`src/rtl/digit_write_scheduler.sv`:
```
// digit_write_scheduler
//
// Purpose: serialises digit writes from three requesters into a 4-digit
// scanning seven-segment driver. After reset it blanks all four digits in
// turn. After that it grants one pending write at a time, in round-robin
// order, and holds the write's number/currLED stable for HOLD_CYCLES cycles
// so the driver latches it when its scan reaches the selected digit.
//
// Ports:
//   clk                   rising-edge clock
//   rst                   asynchronous, active-low reset
//   req[2:0]              level request per requester
//   req_digit0..2 [1:0]   target digit index (0 = leftmost)
//   req_value0..2 [3:0]   value to write (10..15 display blank)
//   ack[2:0]              one-cycle completion pulse to the granted requester
//   busy                  high whenever the scheduler is not idle
//   number[3:0]           to driver `number`
//   currLED[3:0]          to driver `currLED`, one-hot or 0000
module digit_write_scheduler #(
  parameter int cycleBits   = 21,
  parameter int HOLD_CYCLES = 1600004
) (
  input  logic       clk,
  input  logic       rst,
  input  logic [2:0] req,
  input  logic [1:0] req_digit0,
  input  logic [1:0] req_digit1,
  input  logic [1:0] req_digit2,
  input  logic [3:0] req_value0,
  input  logic [3:0] req_value1,
  input  logic [3:0] req_value2,
  output logic [2:0] ack,
  output logic       busy,
  output logic [3:0] number,
  output logic [3:0] currLED
);

  typedef enum logic [1:0] {ST_INIT, ST_IDLE, ST_HOLD} state_t;

  localparam logic [cycleBits-1:0] CNT_ONE   = cycleBits'(1);
  localparam logic [cycleBits-1:0] HOLD_LAST = cycleBits'(HOLD_CYCLES);
  localparam logic [cycleBits-1:0] HOLD_PRE  = cycleBits'(HOLD_CYCLES - 1);
  localparam logic [3:0]           BLANK     = 4'hA;

  state_t               state_q, state_d;
  logic [1:0]           idx_q, idx_d;
  logic [1:0]           ptr_q, ptr_d;
  logic [1:0]           win_q, win_d;
  logic [1:0]           dig_q, dig_d;
  logic [3:0]           val_q, val_d;
  logic [cycleBits-1:0] cnt_q, cnt_d;
  logic [2:0]           ack_q, ack_d;
  logic                 busy_q, busy_d;
  logic [3:0]           number_q, number_d;
  logic [3:0]           led_q, led_d;

  logic                 grant_vld;
  logic [1:0]           grant_id;
  logic [1:0]           cand;
  logic [1:0]           sel_dig;
  logic [3:0]           sel_val;

  function automatic logic [3:0] digit_onehot(input logic [1:0] d);
    case (d)
      2'd0:    return 4'b1000;
      2'd1:    return 4'b0100;
      2'd2:    return 4'b0010;
      default: return 4'b0001;
    endcase
  endfunction

  function automatic logic [1:0] add_mod3(input logic [1:0] a, input logic [1:0] b);
    logic [2:0] s;
    s = {1'b0, a} + {1'b0, b};
    if (s >= 3'd3) s = s - 3'd3;
    return s[1:0];
  endfunction

  function automatic logic req_at(input logic [2:0] r, input logic [1:0] i);
    case (i)
      2'd0:    return r[0];
      2'd1:    return r[1];
      2'd2:    return r[2];
      default: return 1'b0;
    endcase
  endfunction

  function automatic logic [2:0] ack_onehot(input logic [1:0] w);
    case (w)
      2'd0:    return 3'b001;
      2'd1:    return 3'b010;
      default: return 3'b100;
    endcase
  endfunction

  // Round-robin pick: walk from the farthest candidate back to ptr so the
  // candidate closest to ptr is the last (winning) assignment.
  always_comb begin
    grant_vld = 1'b0;
    grant_id  = ptr_q;
    cand      = ptr_q;
    for (int k = 2; k >= 0; k--) begin
      cand = add_mod3(ptr_q, 2'(k));
      if (req_at(req, cand)) begin
        grant_vld = 1'b1;
        grant_id  = cand;
      end
    end
  end

  always_comb begin
    case (grant_id)
      2'd0:    begin sel_dig = req_digit0; sel_val = req_value0; end
      2'd1:    begin sel_dig = req_digit1; sel_val = req_value1; end
      default: begin sel_dig = req_digit2; sel_val = req_value2; end
    endcase
  end

  // Outputs are computed for the state being entered, so the registered
  // outputs always describe the current state.
  always_comb begin
    state_d  = state_q;
    idx_d    = idx_q;
    ptr_d    = ptr_q;
    win_d    = win_q;
    dig_d    = dig_q;
    val_d    = val_q;
    cnt_d    = cnt_q;
    ack_d    = 3'b000;
    busy_d   = busy_q;
    number_d = number_q;
    led_d    = led_q;

    case (state_q)
      ST_INIT: begin
        // cnt_q is 0 only in the reset cycle; 1..HOLD_CYCLES count the
        // cycles already shown for the current blanking index.
        busy_d   = 1'b1;
        number_d = BLANK;
        if (cnt_q == HOLD_LAST) begin
          if (idx_q == 2'd3) begin
            state_d = ST_IDLE;
            idx_d   = 2'd0;
            cnt_d   = '0;
            led_d   = 4'b0000;
            busy_d  = 1'b0;
          end else begin
            idx_d = idx_q + 2'd1;
            cnt_d = CNT_ONE;
            led_d = digit_onehot(idx_q + 2'd1);
          end
        end else begin
          cnt_d = cnt_q + CNT_ONE;
          led_d = digit_onehot(idx_q);
        end
      end

      ST_IDLE: begin
        led_d  = 4'b0000;
        busy_d = 1'b0;
        if (grant_vld) begin
          state_d  = ST_HOLD;
          win_d    = grant_id;
          dig_d    = sel_dig;
          val_d    = sel_val;
          cnt_d    = CNT_ONE;
          ptr_d    = add_mod3(grant_id, 2'd1);
          number_d = sel_val;
          led_d    = digit_onehot(sel_dig);
          busy_d   = 1'b1;
        end
      end

      ST_HOLD: begin
        if (cnt_q == HOLD_LAST) begin
          state_d = ST_IDLE;
          cnt_d   = '0;
          led_d   = 4'b0000;
          busy_d  = 1'b0;
        end else begin
          cnt_d = cnt_q + CNT_ONE;
          // Raise ack for the final hold cycle.
          if (cnt_q == HOLD_PRE) ack_d = ack_onehot(win_q);
        end
      end

      default: begin
        state_d = ST_INIT;
        idx_d   = 2'd0;
        cnt_d   = '0;
      end
    endcase
  end

  always_ff @(posedge clk or negedge rst) begin
    if (!rst) begin
      state_q  <= ST_INIT;
      idx_q    <= 2'd0;
      ptr_q    <= 2'd0;
      win_q    <= 2'd0;
      dig_q    <= 2'd0;
      val_q    <= 4'd0;
      cnt_q    <= '0;
      ack_q    <= 3'b000;
      busy_q   <= 1'b1;
      number_q <= BLANK;
      led_q    <= 4'b0000;
    end else begin
      state_q  <= state_d;
      idx_q    <= idx_d;
      ptr_q    <= ptr_d;
      win_q    <= win_d;
      dig_q    <= dig_d;
      val_q    <= val_d;
      cnt_q    <= cnt_d;
      ack_q    <= ack_d;
      busy_q   <= busy_d;
      number_q <= number_d;
      led_q    <= led_d;
    end
  end

  assign ack     = ack_q;
  assign busy    = busy_q;
  assign number  = number_q;
  assign currLED = led_q;

endmodule

```
`config.mk`:
```
export PLATFORM = sky130hd
export DESIGN_NAME = digit_write_scheduler
export DESIGN_NICKNAME = d
export VERILOG_FILES = /design/src/rtl/digit_write_scheduler.sv
export SDC_FILE = /design/constraint.sdc
export NUM_CORES = 1
export LEC_CHECK = 0
export BUFFER_PORTS_ARGS = -buffer_cell sky130_fd_sc_hd__buf_2
export CAP_MARGIN = 40
export CORE_MARGIN = 3
export CORE_UTILIZATION = 45
export CTS_BUF_LIST = sky130_fd_sc_hd__clkbuf_16
export CTS_CLUSTER_SIZE = 20
export DETAILED_ROUTE_END_ITERATION = 10
export GPL_TIMING_DRIVEN = 0
export PLACE_DENSITY = 0.65
export SLEW_MARGIN = 0
export SYNTH_ARGS = -nofsm -noshare
export SYNTH_HDL_FRONTEND = slang
export SYNTH_SLANG_ARGS = --single-unit
```
`constraint.sdc`:
```
create_clock -name clk -period 4.2 [get_ports clk]
set_clock_uncertainty 0.1 [all_clocks]
set_input_delay 0.21 -clock clk [delete_from_list [all_inputs] [get_ports clk]]
set_output_delay 0.21 -clock clk [all_outputs]
set_load 0.005 [all_outputs]
```
==> flow_summary.ini <==
[global_route]
grt_max_degree = 23
grt_pass1_vias = 2170
grt_overflow_total = 0
grt_pass1_wl_mm = 9.73
grt_use_total_pct = 16.8
antenna_found_initial = 0

[route]
wl_per_cell_um = 14.1
drc = 0
drt_iter0_drc = 158
ant_nets = 0
vias_per_cell = 5.56
wl_mm = 5.86
via_count = 2315
drt_pass1_iterations = 4

[clock_network]
clkLatencyLatePin_ns = 0.28
htree_levels = 2
numCtsBuffers = 5
clock-sinks = 41
ctsResizeCount = 0
postCtsHoldBufs = 1
post_cts_buffers = 0
clk_pin_slew_ns = 0.05
clock_path_buffers = 2
root_buffer = clkbuf_16
tritoncts = done

[die]
die_w_um = 83.1
ios = 35
rows = 27
start_util_pct = 47.4
die_h_um = 83.1
coreArea_um2 = 5640
dieArea_um2 = 6900

[power]
ir_worst_vdd_v = 0.000187
design_power_total_uw = 812
p_leak_uw = 0.00141
power_density_nw_per_um2 = 261

[yosys]
synthAdderAreaFrac_pct = 7.02
synth_cell_types = 58
syn_area_um2 = 2670
async_reset_ff_share_pct = 100
yosysSeqAreaShare_pct = 38.5
synth_simple_gate_area_share_pct = 24.8
synth_compound_area_share_pct = 17.9
synth_top_family_by_area = simple AND/OR/NAND/NOR gates
synth-edff-count = 0
syn-num-nets = 338
yosys-top-cells-area = dfrtp_1 36%, ha_1 7.0%, o21ai_0 4.3%, nor2_1 4.2%, nand2_1 3.9%
synthCells = 300
yosysTopAreaCell = dfrtp_1
synthXorXnorAreaFrac_pct = 3.28
syn_area_per_cell_um2 = 8.91
ys_seq_elements = 41
synth-main-ff-cell = dfrtp_1
yosys_warnings = 0
netlist.area_leader.share_pct = 35.6
synth_mux_area_share_pct = 4.03

[sta]
worst_slew_pin_slew_ns = 0.584
finalWorstSetupSlack_ns = 0.583
final_max_slew_viol_count = 0
hold_viol_final = 0
fin_crit_sh_pct = 86.1
layout_min_cycle_time_ns = 3.62
setup_viol = 0
rsz0062_at_grt = false
clock.fmax_mhz = 276
fin_setup_tns_ns = 0
relSlewSlack_pct = 60.7

[setup_path]
crit-reg2reg-launch = ptr_q[0]$_DFFE_PN0P_
cp_cell_sequence = inv_1 -> ha_1 -> buf_2 -> a222oi_1 -> nor2_1 -> a41o_1 -> nor3_1 -> ha_1 -> clkbuf_1 -> mux2i_1 -> mux2i_2 -> o32ai_2 -> mux2_2
slowest_delay_ns = 0.51
cp.required_ns = 4.26
critPathLaunch = ptr_q[0]$_DFFE_PN0P_
crit_arrival_ns = 3.68
r2r_slack_ns = 0.58
path_buf_inv = 3
crit_path_max_fanout = 10
crit_family = compound AO/OA/AOI/OAI gates
setup.worst_path.end_class = flop
critPathKind = reg2reg
crit_path_frequent_cell = ha_1
worstSetupStartpointType = flop
critPathSlowestCell = a222oi_1

[worst_hold_path]
worstHoldStart = req_value0[1]
hold_path.class = in2reg

[cells_and_area]
diodes = 0
final_cell_area_um2 = 3110
fin_nets = 381
layout-drive-gt1-share_pct = 18.3
synthToLayoutAreaGrowth_pct = 16.3

[placement]
dp_hpwl_mm = 4.49
io_buffers = 34
placed_area_um2 = 2960
globalplace.congestion = 0.771
dp_slack_ns = 0.589

[outcome]
status = complete, no violations

[flow_run]
max_cap_viol_count = 0
## Yosys cell counts (4+ instances only)
cell and count:
dfrtp_1 38, nor2_1 30, nand2_1 28, o21ai_0 23, a21oi_1 17, ha_1 15, inv_1 14, nor3_1 11
nand3_1 10, xor2_1 8, nand4_1 7, and3_1 6, mux2i_1 6, nor2b_1 6, nor3b_1 6, buf_2 5
clkbuf_1 4, or3_1 4
## flip-flops by register name, summed over array words and instances (netlist names)
name and flops:
ptr_q 2, number 4, cnt_q 21, busy 1
idx_q 2, state_q 2, win_q 2, currLED 4
ack 3
## worst min-delay path: stages
cell and delay [ns]:
buf_2 0.10, a21oi_1 0.11, a21oi_1 0.07
## through the flow
stage	hold slack, ns	cells	util [%]
2_1_floorplan	-0.186	300	-
3_3_place_gp	0.301	406	52.0
3_5_place_dp	0.106	407	52.5
4_1_cts	0.114	416	55.1
5_1_grt	0.144	416	55.1
6_report	0.110	416	55.1
## cells by family (layout without fill, tap and decap cells)
group / after synthesis / count (layout)
mux: 10 / 10
flops: 41 / 41
xor+xnor: 10 / 10
simple gates: 126 / 126
buf+inv: 26 / 70
compound gates: 72 / 72
fa+ha+maj: 15 / 15
## cell type report
cell class | count | area (um2)
fill | 502 | 2530
inverter | 14 | 52.6
tap | 72 | 90.1
buffer | 12 | 66.3
clock buffer | 5 | 125
clock inverter | 3 | 12.5
timing repair buffer | 36 | 208
sequential | 41 | 1030
multi-input combinational | 233 | 1520
## where the power goes
| group | internal (uW) | switching [uW] | leakage (uW) |
|---|---|---|---|
| logic | 26.9 | 32.2 | 0.000808 |
| registers | 395 | 0 | 0.000533 |
| clock network | 215 | 143 | 0.0000687 |
| total | 637 | 175 | 0.00141 |
## path summary, 6_finish.rpt
kind                       cells after the start                     end
max                                           13  currLED[1]$_DFFE_PN0P_
min                                            3   number[1]$_DFFE_PN1P_
max reg2reg                                   13  currLED[1]$_DFFE_PN0P_
min reg2reg                                    1        ack[0]$_DFF_PN0_
max in group asynchronous                      3        ack[1]$_DFF_PN0_
min in group asynchronous                      2  currLED[0]$_DFFE_PN0P_
## cell usage in the layout, fill, tap and decap left out, types with 7 or more instances in the layout
cell and instances:
nand3_1 10, buf_2 39, nor3_1 11, inv_1 14
nand2_1 28, o21ai_0 23, nor2_1 30, xor2_1 8
dfrtp_1 38, a21oi_1 17, nand4_1 7, ha_1 15
## metal layers
layer	track usage, %	up-vias	wire length (um)
met5	0	-	0
met4	4.16	0	39
met3	3.97	4	174
met2	26.3	30	2790
met1	23.4	1108	2860
li1	-	1173	-
Power figures use the tool's default switching activity.
